File: src/rtl/instr_fetch.sv
// Instruction fetch stage for the single-issue RV32I core.
// Holds the PC, issues word reads to instruction memory (one outstanding at most)
// and presents one instruction at a time to the decoder. A redirect from the
// branch logic loads a new PC and discards any fetch it makes stale.
//
// Ports:
//   clk_i, rst_ni          clock, asynchronous active-low reset
//   imem_req_o/addr_o      word read request and its address
//   imem_ack_i/rdata_i     memory response
//   instr_o/instr_valid_o  instruction to decoder, valid while held
//   instr_ready_i          decoder consumes instr_o this cycle
//   pc_o                   address of instr_o (or of the fetch in progress)
//   redirect_i/redirect_pc_i  branch taken and its target
//   fetch_cnt_o            instructions handed to the decoder
module instr_fetch #(
    parameter logic [31:0] RESET_PC  = 32'h0000_0000,
    parameter logic [31:0] NOP_INSTR = 32'h0000_0013
) (
    input  logic        clk_i,
    input  logic        rst_ni,
    output logic        imem_req_o,
    output logic [31:0] imem_addr_o,
    input  logic        imem_ack_i,
    input  logic [31:0] imem_rdata_i,
    output logic [31:0] instr_o,
    output logic        instr_valid_o,
    input  logic        instr_ready_i,
    output logic [31:0] pc_o,
    input  logic        redirect_i,
    input  logic [31:0] redirect_pc_i,
    output logic [31:0] fetch_cnt_o
);

    typedef enum logic [1:0] {StStart, StFetch, StHold, StDrain} state_e;

    state_e      state_q;
    logic [31:0] pc_q;
    logic [31:0] req_addr_q;
    logic [31:0] instr_q;
    logic [31:0] cnt_q;
    logic        req_q;
    logic        valid_q;

    logic [31:0] target;
    logic [31:0] pc_inc;

    assign target = {redirect_pc_i[31:2], 2'b00};
    assign pc_inc = pc_q + 32'd4;

    always_ff @(posedge clk_i or negedge rst_ni) begin
        if (!rst_ni) begin
            state_q    <= StStart;
            pc_q       <= RESET_PC;
            req_addr_q <= RESET_PC;
            instr_q    <= NOP_INSTR;
            cnt_q      <= '0;
            req_q      <= 1'b0;
            valid_q    <= 1'b0;
        end else begin
            unique case (state_q)
                StStart: begin
                    state_q    <= StFetch;
                    req_addr_q <= pc_q;
                    req_q      <= 1'b1;
                end
                StFetch: begin
                    if (redirect_i) begin
                        pc_q <= target;
                        if (imem_ack_i) begin
                            // Stale data dropped; reissue straight to the target.
                            req_addr_q <= target;
                        end else begin
                            // Request still in flight: wait for its ack before reissuing.
                            state_q <= StDrain;
                        end
                    end else if (imem_ack_i) begin
                        instr_q <= imem_rdata_i;
                        state_q <= StHold;
                        req_q   <= 1'b0;
                        valid_q <= 1'b1;
                    end
                end
                StDrain: begin
                    if (redirect_i) begin
                        pc_q <= target;
                    end
                    if (imem_ack_i) begin
                        // A redirect arriving with the ack is the newest target.
                        req_addr_q <= redirect_i ? target : pc_q;
                        state_q    <= StFetch;
                    end
                end
                StHold: begin
                    if (redirect_i) begin
                        pc_q       <= target;
                        req_addr_q <= target;
                        state_q    <= StFetch;
                        req_q      <= 1'b1;
                        valid_q    <= 1'b0;
                    end else if (instr_ready_i) begin
                        cnt_q      <= cnt_q + 32'd1;
                        pc_q       <= pc_inc;
                        req_addr_q <= pc_inc;
                        state_q    <= StFetch;
                        req_q      <= 1'b1;
                        valid_q    <= 1'b0;
                    end
                end
                default: begin
                    state_q <= StStart;
                    req_q   <= 1'b0;
                    valid_q <= 1'b0;
                end
            endcase
        end
    end

    assign imem_req_o    = req_q;
    assign imem_addr_o   = req_addr_q;
    assign instr_o       = instr_q;
    assign instr_valid_o = valid_q;
    assign pc_o          = pc_q;
    assign fetch_cnt_o   = cnt_q;

endmodule

File: config.mk
export PLATFORM = sky130hd
export DESIGN_NAME = instr_fetch
export DESIGN_NICKNAME = d
export VERILOG_FILES = /design/src/rtl/instr_fetch.sv
export SDC_FILE = /design/constraint.sdc
export NUM_CORES = 1
export LEC_CHECK = 0
export CORE_ASPECT_RATIO = 0.75
export CORE_MARGIN = 5
export CORE_UTILIZATION = 51
export CTS_CLUSTER_DIAMETER = 200
export DETAILED_ROUTE_END_ITERATION = 8
export PLACE_DENSITY = 0.91
export SKIP_LAST_GASP = 1
export SLEW_MARGIN = 20
export SYNTH_ARGS = -nofsm -noshare
export SYNTH_HDL_FRONTEND = slang
export SYNTH_SLANG_ARGS = --single-unit
File: constraint.sdc
create_clock -name clk_i -period 3 [get_ports clk_i]
set_input_delay 0.6 -clock clk_i [delete_from_list [all_inputs] [get_ports clk_i]]
set_output_delay 0.6 -clock clk_i [all_outputs]
set_load 0.05 [all_outputs]
==> metrics <==
outcome=complete, no violations; Most used DFF post-synth=dfrtp_1; fmax=about 0.39 GHz; register area share after synthesis=about 42%; final slew viol count=0; Cells after Synth=852; CP top delay family=buffers and inverters; clock slew seen by the registers of the worst setup and hold paths=60 ps; Clock Tree Buf Depth=2; Starting Density=51.7%; vias in the first global route=7628; Cell Area, Synth=approximately 0.0078 mm²; antenna-violating nets left=0; # resized after CTS=0; first-pass GRT wire length=a little over 40 mm; count of different cell masters after synthesis=slightly above 80; critical path peak fanout=16; Worst-Skew Late Latency=roughly 420 ps; relative slew slack=about 45%; EDFF count, synth=0; GRT Total Usage=between 20% and 30%; Chip Width=153 µm; Root Driver=clkbuf_16; Nets=between 1000 and 1500; Fin Setup TNS=0 ps; Yosys reg bits=approximately 130; switching pwr=3.43 mW; clock share of power=between 20% and 30%; drc violations=0; IO buf count=196; crit path DAT=1970 ps; Fin. Hold Viols=0; 1st-pass router iterations=8; final wirelength=26.1 mm; slowest CP cell=clkdlybuf4s50_1; Leakage=approximately 4.4 nW; largest net degree at the start of global routing=57; WS Path Type=reg -> out; clk_skew=between 7 and 8 ps; RSZ-0062 raised after global routing=no; worst path bufs/invs=1; Setup WS pre-CTS=246 ps; commonest cells after routing, fill and taps aside=clkdlybuf4s50_1 (194), dfrtp_1 (128), nor2_1 (75), nand2_1 (74), a21oi_1 (60); Post-CTS Hold Buffers=0; layout cells sized above 1=between 10% and 20%; post-synth net total=between 900 and 1000; commonest non-fill, non-tap cell in the layout=clkdlybuf4s50_1; worst setup margin=429 ps; max_cap viols=0; Internal Power=around 4.7 mW; Synth async-reset ratio=100%; min-delay worst type=in -> async; CP required=2400 ps; WL/cell=20.9 µm; Sw Share=between 40% and 50%; number of synthesis warnings=0; fillers=about 1100; Avg Inst Size Synth=approximately 9 µm²; Num CTS Buffers=17; min Tclk post-route=around 2600 ps; # rows=39; crit-path cells=clkdlybuf4s50_1; Vias/cell=between 6 and 7; Starting DRT DRC Count=between 1000 and 1500; GPL Wtd Cong=slightly below 1; Sequential Power Share=~31%; Startpoint Class=flop; CTS tree=yes; combinational power share=a little over two fifths; Crit. End Element=output port; DR vias=approximately 8000; initial antenna violation count=0; final worst path period share=85.7%; CTS sink cnt=approximately 130; deepest level of the CTS H-tree=4; Power Density=761 mW/mm²; Worst Max-Slew Pin Slew=between 800 and 900 ps; post-CTS setup buffer count=0; Die Ht=117 µm; peak supply drop=~0.6 mV; Core ar.=around 0.015 mm²; Ant. Diodes=0; grt ovf=0; Top Ports=around 200; Worst path max stage delay=900 ps; Syn-to-layout area delta=36.2%; Setup Viol. Count Final=0; die area=approximately 0.018 mm²; DP HPWL=18.2 mm
-- cell type report --
cell class | count | area [µm²] | area share (%)
Clock buffer | 17 | 425 | 4.00
Clock inverter | 15 | 193 | 1.81
Inverter | 16 | 60.1 | 0.564
Multi-Input combinational cell | 633 | 4130 | 38.8
Sequential cell | 132 | 3310 | 31.1
Tap cell | 205 | 256 | 2.41
Timing Repair Buffer | 231 | 2270 | 21.3
-- sequential cells by signal (all words and copies together) (netlist names) --
name,cells
fetch_cnt_o,32
imem_addr_o,32
imem_req_o,1
instr_o,32
instr_valid_o,1
pc_o,32
state_q,2
-- final timing paths --
path | from | end | slack, ps | cells after the start
max reg2reg | state_q[1] | pc_o[25] | 500 | 5
max | pc_o[10] | pc_o[10] | 430 | 1
min in group clk_i | imem_addr_o[1] | imem_addr_o[1] | 480 | 2
min reg2reg | imem_addr_o[1] | imem_addr_o[1] | 480 | 2
max in group asynchronous | rst_ni | pc_o[29] | 2110 | 2
min | rst_ni | imem_addr_o[11] | 120 | 1
-- per-stage QoR --
| step | cells | hold WS [ps] | power [mW] | utilization, % | instance area [µm²] |
|---|---|---|---|---|---|
| after CTS | 1249 | 139 | 8.10 | 70.4 | 10600 |
| after global placement | 1217 | 459 | 5.81 | 66.3 | 10000 |
| after floorplan | 852 | 304 | 4.65 | - | 7820 |
| after detailed placement | 1217 | 470 | 5.89 | 66.3 | 10000 |
| after global routing | 1249 | 147 | 8.42 | 70.4 | 10600 |
| final | 1249 | 120 | 8.11 | 70.4 | 10600 |
-- per-layer routing --
layer  up-vias  track usage [%]  share of wire, %  wire length, µm
met5         -                0                 0                0
met4         0             10.8               2.8              740
met3        89             8.31                13             3280
met2       649             43.3                44            11600
met1      3718             39.9                40            10600
li1       3518                -                 -                -
-- cell usage after synthesis (4+ instances only) --
library cell	n	area share, %
a22oi_1	12	1.2
a32oi_1	7	0.78
mux2i_1	17	2.2
a31oi_1	11	0.88
buf_2	28	1.8
a21oi_1	60	3.8
buf_1	8	0.38
xnor2_1	24	2.7
inv_1	16	0.77
o221ai_1	4	0.45
xor2_1	11	1.2
nand4_1	19	1.5
nor2b_1	7	0.56
and4_1	8	0.90
a22o_1	5	0.56
nand3_1	31	2.0
clkbuf_1	29	1.4
a221o_1	5	0.64
nor2_1	76	3.6
nand2_1	74	3.6
dfrtp_1	129	41
nor3_1	16	1.0
nand2b_1	8	0.64
nor4_1	6	0.48
and3_1	11	0.88
and2_1	6	0.48
buf_4	4	0.38
o211ai_1	5	0.48
a211oi_1	5	0.48
o22a_1	11	1.2
o21ai_0	59	3.8
mux2_2	35	5.0
a21o_1	5	0.48
o22ai_1	17	1.4
-- power groups by stage --
stage / clock [mW] / sequential, mW / combinational, mW
6_report: 2.20 / 2.52 / 3.38
5_1_grt: 2.32 / 2.57 / 3.53
4_1_cts: 2.22 / 2.51 / 3.37
3_5_place_dp: 0 / 2.54 / 3.35
3_3_place_gp: 0 / 2.51 / 3.30
2_1_floorplan: 0 / 3.71 / 0.941
-- kinds of logic after synthesis --
logic type	synth area share, %
adders and majority gates	0.320
AOI/OAI and AO/OA	21.4
buffers and inverters	4.93
xor gates and xnor gates	3.92
and+or+nand+nor	19.7
muxes	7.51
DFF	42.3
No activity file was read; power rests on OpenSTA's default activity.
